### src/rtl/ctrl_pkg.sv
`default_nettype none
// ============================================================================
// Module   : ctrl_pkg
// Brief    : Shared types and encodings for the RV32I multi-cycle controller:
//            FSM states, immediate formats, opcodes, ALU operations and the
//            pc/writeback mux selects.
// Revision : 1.0 - initial release
// ============================================================================
package ctrl_pkg;

  // FSM states; the numeric codes are visible on state_o for debug
  typedef enum logic [2:0] {
    S_FETCH  = 3'd0,
    S_DECODE = 3'd1,
    S_EXEC   = 3'd2,
    S_MEM    = 3'd3,
    S_WB     = 3'd4,
    S_TRAP   = 3'd5
  } state_e;

  // Instruction class as seen by the sequencer
  typedef enum logic [2:0] {
    CLS_ALU    = 3'd0,
    CLS_LUI    = 3'd1,
    CLS_JAL    = 3'd2,
    CLS_JALR   = 3'd3,
    CLS_BRANCH = 3'd4,
    CLS_LOAD   = 3'd5,
    CLS_STORE  = 3'd6
  } cls_e;

  // Immediate-extender format select
  localparam logic [2:0] EXT_I    = 3'b000;
  localparam logic [2:0] EXT_U    = 3'b001;
  localparam logic [2:0] EXT_S    = 3'b010;
  localparam logic [2:0] EXT_B    = 3'b011;
  localparam logic [2:0] EXT_J    = 3'b100;
  localparam logic [2:0] EXT_SH   = 3'b101;
  localparam logic [2:0] EXT_ZERO = 3'b111;

  // Major opcodes
  localparam logic [6:0] OP_LUI    = 7'b0110111;
  localparam logic [6:0] OP_AUIPC  = 7'b0010111;
  localparam logic [6:0] OP_JAL    = 7'b1101111;
  localparam logic [6:0] OP_JALR   = 7'b1100111;
  localparam logic [6:0] OP_BRANCH = 7'b1100011;
  localparam logic [6:0] OP_LOAD   = 7'b0000011;
  localparam logic [6:0] OP_STORE  = 7'b0100011;
  localparam logic [6:0] OP_IMM    = 7'b0010011;
  localparam logic [6:0] OP_REG    = 7'b0110011;

  // ALU operation encodings
  localparam logic [3:0] ALU_ADD   = 4'd0;
  localparam logic [3:0] ALU_SUB   = 4'd1;
  localparam logic [3:0] ALU_AND   = 4'd2;
  localparam logic [3:0] ALU_OR    = 4'd3;
  localparam logic [3:0] ALU_XOR   = 4'd4;
  localparam logic [3:0] ALU_SLL   = 4'd5;
  localparam logic [3:0] ALU_SRL   = 4'd6;
  localparam logic [3:0] ALU_SRA   = 4'd7;
  localparam logic [3:0] ALU_SLT   = 4'd8;
  localparam logic [3:0] ALU_SLTU  = 4'd9;
  localparam logic [3:0] ALU_PASSB = 4'd10;

  // PC source select
  localparam logic [1:0] PC_PLUS4 = 2'b00;
  localparam logic [1:0] PC_IMM   = 2'b01;
  localparam logic [1:0] PC_ALU   = 2'b10;

  // Register-file writeback select
  localparam logic [1:0] WB_ALU = 2'b00;
  localparam logic [1:0] WB_MEM = 2'b01;
  localparam logic [1:0] WB_PC4 = 2'b10;
  localparam logic [1:0] WB_IMM = 2'b11;

  // funct3 (+ the funct7 "alternate" bit) to ALU operation for OP/OP-IMM
  function automatic logic [3:0] alu_from_funct(input logic [2:0] f3, input logic alt);
    logic [3:0] op;
    op = ALU_ADD;
    case (f3)
      3'b000:  op = alt ? ALU_SUB : ALU_ADD;
      3'b001:  op = ALU_SLL;
      3'b010:  op = ALU_SLT;
      3'b011:  op = ALU_SLTU;
      3'b100:  op = ALU_XOR;
      3'b101:  op = alt ? ALU_SRA : ALU_SRL;
      3'b110:  op = ALU_OR;
      default: op = ALU_AND;
    endcase
    return op;
  endfunction

endpackage
`default_nettype wire

### src/rtl/ctrl_decode.sv
`default_nettype none
// ============================================================================
// Module   : ctrl_decode
// Brief    : Combinational instruction decoder. Maps opcode/funct fields to
//            immediate format, ALU operation, ALU operand selects, the
//            instruction class and an illegal-instruction flag.
// Revision : 1.0 - initial release
// ============================================================================
module ctrl_decode
  import ctrl_pkg::*;
(
  input  logic [31:0] instr_i,
  output logic [2:0]  ext_op_o,
  output logic [3:0]  alu_op_o,
  output logic        alu_src_a_o,
  output logic        alu_src_b_o,
  output logic        illegal_o,
  output cls_e        cls_o
);

  logic [6:0] w_opcode;
  logic [2:0] w_funct3;
  logic [6:0] w_funct7;
  logic       w_unused;

  assign w_opcode = instr_i[6:0];
  assign w_funct3 = instr_i[14:12];
  assign w_funct7 = instr_i[31:25];
  // Register and immediate fields are consumed by the datapath, not here
  assign w_unused = ^{instr_i[24:15], instr_i[11:7]};

  // Opcode/funct decode; anything not listed is illegal
  always_comb begin
    ext_op_o    = EXT_ZERO;
    alu_op_o    = ALU_ADD;
    alu_src_a_o = 1'b0;
    alu_src_b_o = 1'b0;
    illegal_o   = 1'b0;
    cls_o       = CLS_ALU;
    case (w_opcode)
      OP_LUI: begin
        ext_op_o    = EXT_U;
        alu_op_o    = ALU_PASSB;
        alu_src_b_o = 1'b1;
        cls_o       = CLS_LUI;
      end
      OP_AUIPC: begin
        ext_op_o    = EXT_U;
        alu_src_a_o = 1'b1;
        alu_src_b_o = 1'b1;
      end
      OP_JAL: begin
        ext_op_o    = EXT_J;
        alu_src_a_o = 1'b1;
        alu_src_b_o = 1'b1;
        cls_o       = CLS_JAL;
      end
      OP_JALR: begin
        ext_op_o    = EXT_I;
        alu_src_b_o = 1'b1;
        cls_o       = CLS_JALR;
        illegal_o   = (w_funct3 != 3'b000);
      end
      OP_BRANCH: begin
        // The ALU result produces br_cond; its polarity is the datapath's job
        ext_op_o = EXT_B;
        cls_o    = CLS_BRANCH;
        case (w_funct3)
          3'b000, 3'b001: alu_op_o = ALU_SUB;
          3'b100, 3'b101: alu_op_o = ALU_SLT;
          3'b110, 3'b111: alu_op_o = ALU_SLTU;
          default:        illegal_o = 1'b1;
        endcase
      end
      OP_LOAD: begin
        ext_op_o    = EXT_I;
        alu_src_b_o = 1'b1;
        cls_o       = CLS_LOAD;
        illegal_o   = (w_funct3 == 3'b011) || (w_funct3 == 3'b110) || (w_funct3 == 3'b111);
      end
      OP_STORE: begin
        ext_op_o    = EXT_S;
        alu_src_b_o = 1'b1;
        cls_o       = CLS_STORE;
        illegal_o   = (w_funct3 > 3'b010);
      end
      OP_IMM: begin
        alu_src_b_o = 1'b1;
        if (w_funct3 == 3'b001) begin
          ext_op_o  = EXT_SH;
          alu_op_o  = ALU_SLL;
          illegal_o = (w_funct7 != 7'b0000000);
        end else if (w_funct3 == 3'b101) begin
          ext_op_o  = EXT_SH;
          alu_op_o  = alu_from_funct(w_funct3, w_funct7[5]);
          illegal_o = (w_funct7 != 7'b0000000) && (w_funct7 != 7'b0100000);
        end else begin
          ext_op_o  = EXT_I;
          alu_op_o  = alu_from_funct(w_funct3, 1'b0);
        end
      end
      OP_REG: begin
        alu_op_o  = alu_from_funct(w_funct3, w_funct7[5]);
        illegal_o = !((w_funct7 == 7'b0000000) ||
                      ((w_funct7 == 7'b0100000) &&
                       ((w_funct3 == 3'b000) || (w_funct3 == 3'b101))));
      end
      default: illegal_o = 1'b1;
    endcase
  end

endmodule
`default_nettype wire

### src/rtl/multicycle_ctrl.sv
`default_nettype none
// ============================================================================
// Module   : multicycle_ctrl
// Brief    : Multi-cycle RV32I control FSM. Sequences FETCH/DECODE/EXEC/MEM/
//            WB over a shared datapath, drives datapath selects and strobes,
//            handshakes with imem/dmem and traps on illegal instructions or
//            memory-ready timeouts.
// Revision : 1.0 - initial release
// ============================================================================
module multicycle_ctrl
  import ctrl_pkg::*;
#(
  parameter int MEM_TIMEOUT = 255
) (
  input  logic        clk,
  input  logic        rst_n,
  input  logic [31:0] instr,
  input  logic        br_cond,
  input  logic        imem_ready,
  input  logic        dmem_ready,
  output logic        imem_req,
  output logic        dmem_req,
  output logic        dmem_we,
  output logic        ir_we,
  output logic        pc_we,
  output logic [1:0]  pc_sel,
  output logic        reg_we,
  output logic [1:0]  wb_sel,
  output logic        alu_src_a,
  output logic        alu_src_b,
  output logic [3:0]  alu_op,
  output logic [2:0]  ext_op,
  output logic        trap,
  output logic [2:0]  state_o
);

  // Timeout fires on the cycle the counter would reach MEM_TIMEOUT
  localparam logic [7:0] C_CNT_LAST = 8'(MEM_TIMEOUT - 1);

  state_e     state_q, state_d;
  logic [7:0] cnt_q, cnt_d;
  logic       trap_q, trap_d;

  logic [2:0] w_ext_op;
  logic [3:0] w_alu_op;
  logic       w_src_a;
  logic       w_src_b;
  logic       w_illegal;
  cls_e       w_cls;

  ctrl_decode u_decode (
    .instr_i     (instr),
    .ext_op_o    (w_ext_op),
    .alu_op_o    (w_alu_op),
    .alu_src_a_o (w_src_a),
    .alu_src_b_o (w_src_b),
    .illegal_o   (w_illegal),
    .cls_o       (w_cls)
  );

  // State, wait counter and sticky trap registers
  always_ff @(posedge clk) begin
    if (!rst_n) begin
      state_q <= S_FETCH;
      cnt_q   <= 8'd0;
      trap_q  <= 1'b0;
    end else begin
      state_q <= state_d;
      cnt_q   <= cnt_d;
      trap_q  <= trap_d;
    end
  end

  // Next-state and output decode; all outputs are held at 0 during reset
  always_comb begin
    state_d   = state_q;
    cnt_d     = cnt_q;
    trap_d    = trap_q;
    imem_req  = 1'b0;
    dmem_req  = 1'b0;
    dmem_we   = 1'b0;
    ir_we     = 1'b0;
    pc_we     = 1'b0;
    pc_sel    = PC_PLUS4;
    reg_we    = 1'b0;
    wb_sel    = WB_ALU;
    alu_src_a = 1'b0;
    alu_src_b = 1'b0;
    alu_op    = ALU_ADD;
    ext_op    = 3'b000;

    // Decoded datapath controls are only meaningful once IR is loaded
    if (state_q inside {S_DECODE, S_EXEC, S_MEM, S_WB}) begin
      ext_op    = w_ext_op;
      alu_op    = w_alu_op;
      alu_src_a = w_src_a;
      alu_src_b = w_src_b;
    end

    case (state_q)
      S_FETCH: begin
        imem_req = 1'b1;
        if (imem_ready) begin
          ir_we   = 1'b1;
          state_d = S_DECODE;
        end else if (cnt_q == C_CNT_LAST) begin
          state_d = S_TRAP;
        end else begin
          cnt_d = cnt_q + 8'd1;
        end
      end
      S_DECODE: begin
        state_d = w_illegal ? S_TRAP : S_EXEC;
      end
      S_EXEC: begin
        case (w_cls)
          CLS_BRANCH: begin
            pc_we   = 1'b1;
            pc_sel  = br_cond ? PC_IMM : PC_PLUS4;
            state_d = S_FETCH;
            cnt_d   = 8'd0;
          end
          CLS_LOAD, CLS_STORE: begin
            state_d = S_MEM;
            cnt_d   = 8'd0;
          end
          default: state_d = S_WB;
        endcase
      end
      S_MEM: begin
        dmem_req = 1'b1;
        dmem_we  = (w_cls == CLS_STORE);
        if (dmem_ready) begin
          if (w_cls == CLS_STORE) begin
            pc_we   = 1'b1;
            pc_sel  = PC_PLUS4;
            state_d = S_FETCH;
            cnt_d   = 8'd0;
          end else begin
            state_d = S_WB;
          end
        end else if (cnt_q == C_CNT_LAST) begin
          state_d = S_TRAP;
        end else begin
          cnt_d = cnt_q + 8'd1;
        end
      end
      S_WB: begin
        // rd=x0 still strobes reg_we; the regfile discards x0 writes
        reg_we  = 1'b1;
        pc_we   = 1'b1;
        case (w_cls)
          CLS_JAL: begin
            pc_sel = PC_IMM;
            wb_sel = WB_PC4;
          end
          CLS_JALR: begin
            pc_sel = PC_ALU;
            wb_sel = WB_PC4;
          end
          CLS_LUI:  wb_sel = WB_IMM;
          CLS_LOAD: wb_sel = WB_MEM;
          default: begin
            wb_sel = WB_ALU;
            pc_sel = PC_PLUS4;
          end
        endcase
        state_d = S_FETCH;
        cnt_d   = 8'd0;
      end
      S_TRAP: begin
        state_d = S_TRAP;
      end
      default: begin
        state_d = S_TRAP;
      end
    endcase

    if (state_d == S_TRAP) begin
      trap_d = 1'b1;
    end

    if (!rst_n) begin
      imem_req  = 1'b0;
      dmem_req  = 1'b0;
      dmem_we   = 1'b0;
      ir_we     = 1'b0;
      pc_we     = 1'b0;
      reg_we    = 1'b0;
      pc_sel    = 2'b00;
      wb_sel    = 2'b00;
      alu_src_a = 1'b0;
      alu_src_b = 1'b0;
      alu_op    = 4'd0;
      ext_op    = 3'b000;
    end
  end

  assign trap    = trap_q;
  assign state_o = state_q;

endmodule
`default_nettype wire
### config.mk
export PLATFORM = sky130hd
export DESIGN_NAME = multicycle_ctrl
export DESIGN_NICKNAME = d
export VERILOG_FILES = /design/src/rtl/ctrl_pkg.sv /design/src/rtl/ctrl_decode.sv /design/src/rtl/multicycle_ctrl.sv
export SDC_FILE = /design/constraint.sdc
export NUM_CORES = 1
export LEC_CHECK = 0
export CAP_MARGIN = 20
export CELL_PAD_IN_SITES_DETAIL_PLACEMENT = 0
export CELL_PAD_IN_SITES_GLOBAL_PLACEMENT = 1
export CORE_ASPECT_RATIO = 1.1
export CORE_MARGIN = 2
export CORE_UTILIZATION = 42
export DETAILED_ROUTE_END_ITERATION = 7
export DONT_BUFFER_PORTS = 1
export PLACE_DENSITY_LB_ADDON = 0.1
export SLEW_MARGIN = 20
export SYNTH_ARGS = -nofsm -noshare
export SYNTH_HDL_FRONTEND = slang
export SYNTH_SLANG_ARGS = --single-unit
### constraint.sdc
create_clock -name clk -period 2.75 [get_ports clk]
set_clock_uncertainty 0.05 [all_clocks]
set_input_delay 0.55 -clock clk [delete_from_list [all_inputs] [get_ports clk]]
set_output_delay 0.55 -clock clk [all_outputs]
set_load 0.005 [all_outputs]
Yosys cells after proc, flatten, opt, wreduce, memory -nomap -nowiden
Cells that the tools add are included.
{ "classes": {"n_eq_ne": 33, "order_cmp": 1, "reduce_logical": 27, "mux": 63, "add_sub_neg": 1} }
{ "ops": {"columns": ["op", "count"], "rows": [
  ["$mux 8", 5],
  ["$pmux 3 s6", 2],
  ["$pmux 8 s4", 1],
  ["$eq 7x6->1 const B", 4],
  ["$mux 1", 28],
  ["$pmux 4 s7", 1],
  ["$eq 3x3->1 const B", 9],
  ["$mux 3", 9],
  ["$eq 7x7->1 const B", 3],
  ["$pmux 4 s5", 1],
  ["$eq 3x2->1 const B", 6],
  ["$mux 4", 4],
  ["$pmux 4 s4", 1],
  ["$reduce_or 2->1", 8],
  ["$pmux 3 s5", 1],
  ["$eq 7x5->1 const B", 2],
  ["$pmux 4 s3", 1],
  ["$eq 3x1->1 const B", 3],
  ["$add 8x1->8 const B", 1],
  ["$eq 8x8->1 const B", 1],
  ["$pmux 2 s2", 2],
  ["$reduce_bool 4->1", 2],
  ["$eq 7x2->1 const B", 1],
  ["$logic_not 7->1", 1],
  ["other kinds (19)", 28]
]} }
{ "totals": {"reg_bits": 12, "input_bits": 37} }

Longest topological paths before layout
{ "depth": {"depth_word": 9, "ltp_mapped": 7, "ltp_nobuf": 6} }

By module
Synthesis repeated with hierarchy kept, for this count alone.
{ "unflattened": {"cells_unflattened": 231, "hier_area_um2": 1566.5} }
{ "modules_own_cells": {"columns": ["mod", "seq_area_each_um2", "n_inst", "area_each_um2", "cells_each"], "rows": [
  ["multicycle_ctrl", 240.2, 1, 964.7, 130],
  ["ctrl_decode", 0.0, 1, 601.8, 101]
]} }

Least setup slack after synthesis
No wires, ideal clock.
{ "synth_timing": {"path_type": "input-to-output", "startpoint": "in instr[4]", "endpoint": "out alu_op[0]", "n_path_buf": 2, "cell_stages": 7, "t_required_ns": 2.150, "path_slack_ns": 0.344, "arrival_ns": 1.806, "path_cell_list": "clkbuf_1 -> nor2b_1 -> clkbuf_1 -> nand2_1 -> nor4b_1 -> a31oi_1 -> a21oi_1"} }
{ "synth_between": {"elab_chain_cells": 4, "word_cells_on_any_way": 7, "classes_between": "eq/ne: 4; mux: 3"} }
{ "synth_lines": {"columns": ["item", "line", "rtl"], "rows": [
  ["from (decl)", "multicycle_ctrl.sv:17", "input logic [31:0] instr,"],
  ["$eq 7x6->1, or another cell as far along", "ctrl_decode.sv:40", "case (w_opcode)"],
  ["$pmux 4 s4 (*)", "ctrl_decode.sv:40", null],
  ["$mux 4 (*)", "multicycle_ctrl.sv:93", "if (state_q inside {S_DECODE, S_EXEC, S_MEM, S_WB}) begin"],
  ["$mux 4 (*)", "multicycle_ctrl.sv:183", "if (!rst_n) begin"],
  ["to (decl)", "multicycle_ctrl.sv:31", "output logic [3:0] alu_op,"]
]} }
Mark *: on every way between the ends. The rest lies on a longest branch, timed or not.

Final worst setup path
{ "layout_timing": {"startpoint": "reg state_q[0] (netlist: state_o[0])", "endpoint": "out alu_op[2]"} }
{ "layout_between": {"elab_chain_cells": 4, "word_cells_on_any_way": 7, "classes_between": "eq/ne: 4; mux: 2; reduce/logical: 1"} }
{ "layout_lines": {"columns": ["item", "line", "rtl"], "rows": [
  ["from (decl)", "multicycle_ctrl.sv:40", "state_e state_q, state_d;"],
  ["from (signal assigned)", "multicycle_ctrl.sv:68", "state_q <= state_d;"],
  ["$eq 3x1->1, or another cell as far along", "multicycle_ctrl.sv:93", null],
  ["$reduce_bool 4->1 (*)", "multicycle_ctrl.sv:93", null],
  ["$mux 4 (*)", "multicycle_ctrl.sv:93", null],
  ["$mux 4 (*)", "multicycle_ctrl.sv:183", null]
]} }
Marked as above.

==> metrics.txt <==
Layout Utilization 45.2%; die area 3570 um^2; Netlist cell types 46; layout cell share with drive strength beyond 1 5.38%; CTS Root Cell clkbuf_4; Synth Instances 191; Final setup viols 0; IO Port Bufs 0; antenna violations before repair 0; crit end category output pin; prevailing post-synth register cell dfxtp_1; row cnt 21; total CTS buffers 3; Post-Syn Area per Cell 6.83 um^2; WP data required 2150 ps; nets 227; synth warn 0; WHS 368 ps; vias after detailed routing 1,470; TritonRoute pass-1 iters 4; Avg WL per Cell 17.7 um; Layout area overhead 3.74%; drt initial violations 85; HP Class primary input to flip-flop; flops & latches, synth 12; worst setup margin 294 ps; setup TNS 0 ps; vias in the first global route 1,407; global-route usage over all layers 21.5%; CP max FO 15; largest net degree at the start of global routing 16; LEAKAGE 0.440 nW; post-CTS sizing 0; number of flops mapped to enable cells by yosys 0; CP startpoint kind flip-flop; worst path cell trace o21ai_0 -> nand3_1 -> nor4_1 -> buf_4; min Tclk post-route 2460 ps; Worst EP arrival 1860 ps; outcome finished clean; gpl congestion 0.825; Worst-path clk slew 80 ps; Die Ht 62.4 um; Peak supply drop 285 uV; Avg Vias per Cell 6.68; slowest stage cell, crit path dfxtp_1; # IOs 60; n_diodes 0; Initial Util 43.5%; Worst Tran Pin Value 614 ps; DRC 0; non-filler cells in the finished layout 220; H-Tree Depth 1; CP max stage delay 460 ps; Post-Syn Nets 230; Worst slew margin 58.8%; Max Cap Violations 0; gr ovfl total 0; clock tree buffer depth 2; FFs w/ async S/R, synth 0%; first-pass GRT wire length 6.40 mm; unrepaired setup endpoints after global routing no; post-route ant nets 0; pins over their slew limit 0; period utilization 89.3%; CTS tree yes; Setup Buffers After CTS 0; # clock sinks 12; Fin. Hold Viols 0; Post-CTS Hold Buffers 0; placeable core area 3000 um^2; placed cell count 217; Die X 57.1 um; Cell Area, Synth 1300 um^2; drt total wl 3.90 mm; pwr/cell area 390 nW/um^2; Clock Latency Late Sink 280 ps; f_max 407 MHz; Seq/Total Area, Yosys 18.4%; post-place setup slack 336 ps; crit path kind flip-flop to output pin; DP HPWL 2.99 mm
cell usage in the layout (no fill, tap or decap), types with 5 or more instances in the layout:
master | netlist | layout
nand4_1 | 5 | 5
nor4_1 | 6 | 6
a31oi_1 | 9 | 9
nor3_1 | 9 | 9
inv_1 | 11 | 11
nor2b_1 | 5 | 5
a211oi_1 | 5 | 5
dfxtp_1 | 12 | 12
a21oi_1 | 12 | 12
nand2b_1 | 5 | 5
nand2_1 | 14 | 14
o21ai_0 | 12 | 12
nor2_1 | 17 | 17
nand3_1 | 8 | 8
Yosys cell counts (3+ instances only):
library cell	count	area share [%]
nor2b_1	5	2.4
inv_1	11	3.2
nor4_1	6	2.9
a31oi_1	9	4.3
nand2b_1	5	2.4
nand2_1	14	4.0
nand3_1	8	3.1
nor2_1	17	4.9
and3_1	3	1.4
nor3_1	9	3.5
dfxtp_1	12	18
nand4_1	5	2.4
a21oi_1	12	4.6
o31ai_1	4	2.3
clkbuf_1	11	3.2
o21a_1	3	1.7
a211oi_1	5	2.9
o21ai_0	12	4.6
a311oi_1	3	2.0
a41oi_1	3	2.0
cell families (layout without fill, tap and decap cells):
| group | count (synthesis) | after routing | share of synthesized area (%) |
|---|---|---|---|
| buffers and inverters | 23 | 18 | 6.72 |
| adders and majority gates | 4 | 4 | 3.45 |
| AOI/OAI and AO/OA | 65 | 65 | 34.6 |
| xor gates and xnor gates | 1 | 1 | 0.672 |
| and+or+nand+nor | 86 | 86 | 36.1 |
| DFF | 12 | 12 | 18.4 |
critical path: cells and delay by family, from the launching register on:
family                 cells  cell delay [ps]
and+or+nand+nor            2              660
AOI/OAI and AO/OA          1              290
DFF                        1              460
buffers and inverters      1              160
report_power, final:
part	internal, W	switching [W]	total, W	leakage [nW]
clock network	0.0000508	0.0000607	0.000111	0.0138
registers	0.000194	0.0000400	0.000234	0.0979
logic	0.0000676	0.000114	0.000182	0.329
total	0.000313	0.000215	0.000528	0.440
final cells by class:
| cell class | instances | area (um^2) |
|---|---|---|
| Clock buffer | 3 | 22.5 |
| Fill cell | 321 | 1640 |
| Inverter | 11 | 41.3 |
| Multi-Input combinational cell | 156 | 976 |
| Sequential cell | 12 | 240 |
| Tap cell | 34 | 42.5 |
| Timing Repair Buffer | 4 | 30.0 |
worst paths after layout:
| kind | startpoint | endpoint | slack, ps | depth (start not counted) |
|---|---|---|---|---|
| hold / removal | rst_n | state_o[2]$_SDFF_PN0_ | 370 | 2 |
| setup reg to reg | state_o[0]$_SDFF_PN0_ | cnt_q[7]$_SDFFE_PN0P_ | 710 | 4 |
| setup / recovery | state_o[0]$_SDFF_PN0_ | alu_op[2] | 290 | 4 |
| hold reg to reg | cnt_q[6]$_SDFFE_PN0P_ | cnt_q[6]$_SDFFE_PN0P_ | 450 | 1 |
flip-flops by register name, summed over array words and instances (netlist names):
register,count
trap,1
cnt_q,8
state_o,3
stage by stage:
step	power, W	cell area, um^2
after global placement	0.000412	1330
after floorplan	0.000387	1300
final	0.000528	1350
after CTS	0.000526	1350
after global routing	0.000562	1350
after detailed placement	0.000419	1330
per-layer routing:
layer / track usage [%] / wire length, um / vias up
li1: - / - / 731
met1: 27.5 / 1630 / 687
met2: 37.6 / 2080 / 48
met3: 1.66 / 165 / 4
met4: 6.98 / 25 / 0
met5: 0 / 0 / -
No activity file was read; power rests on OpenSTA's default activity.
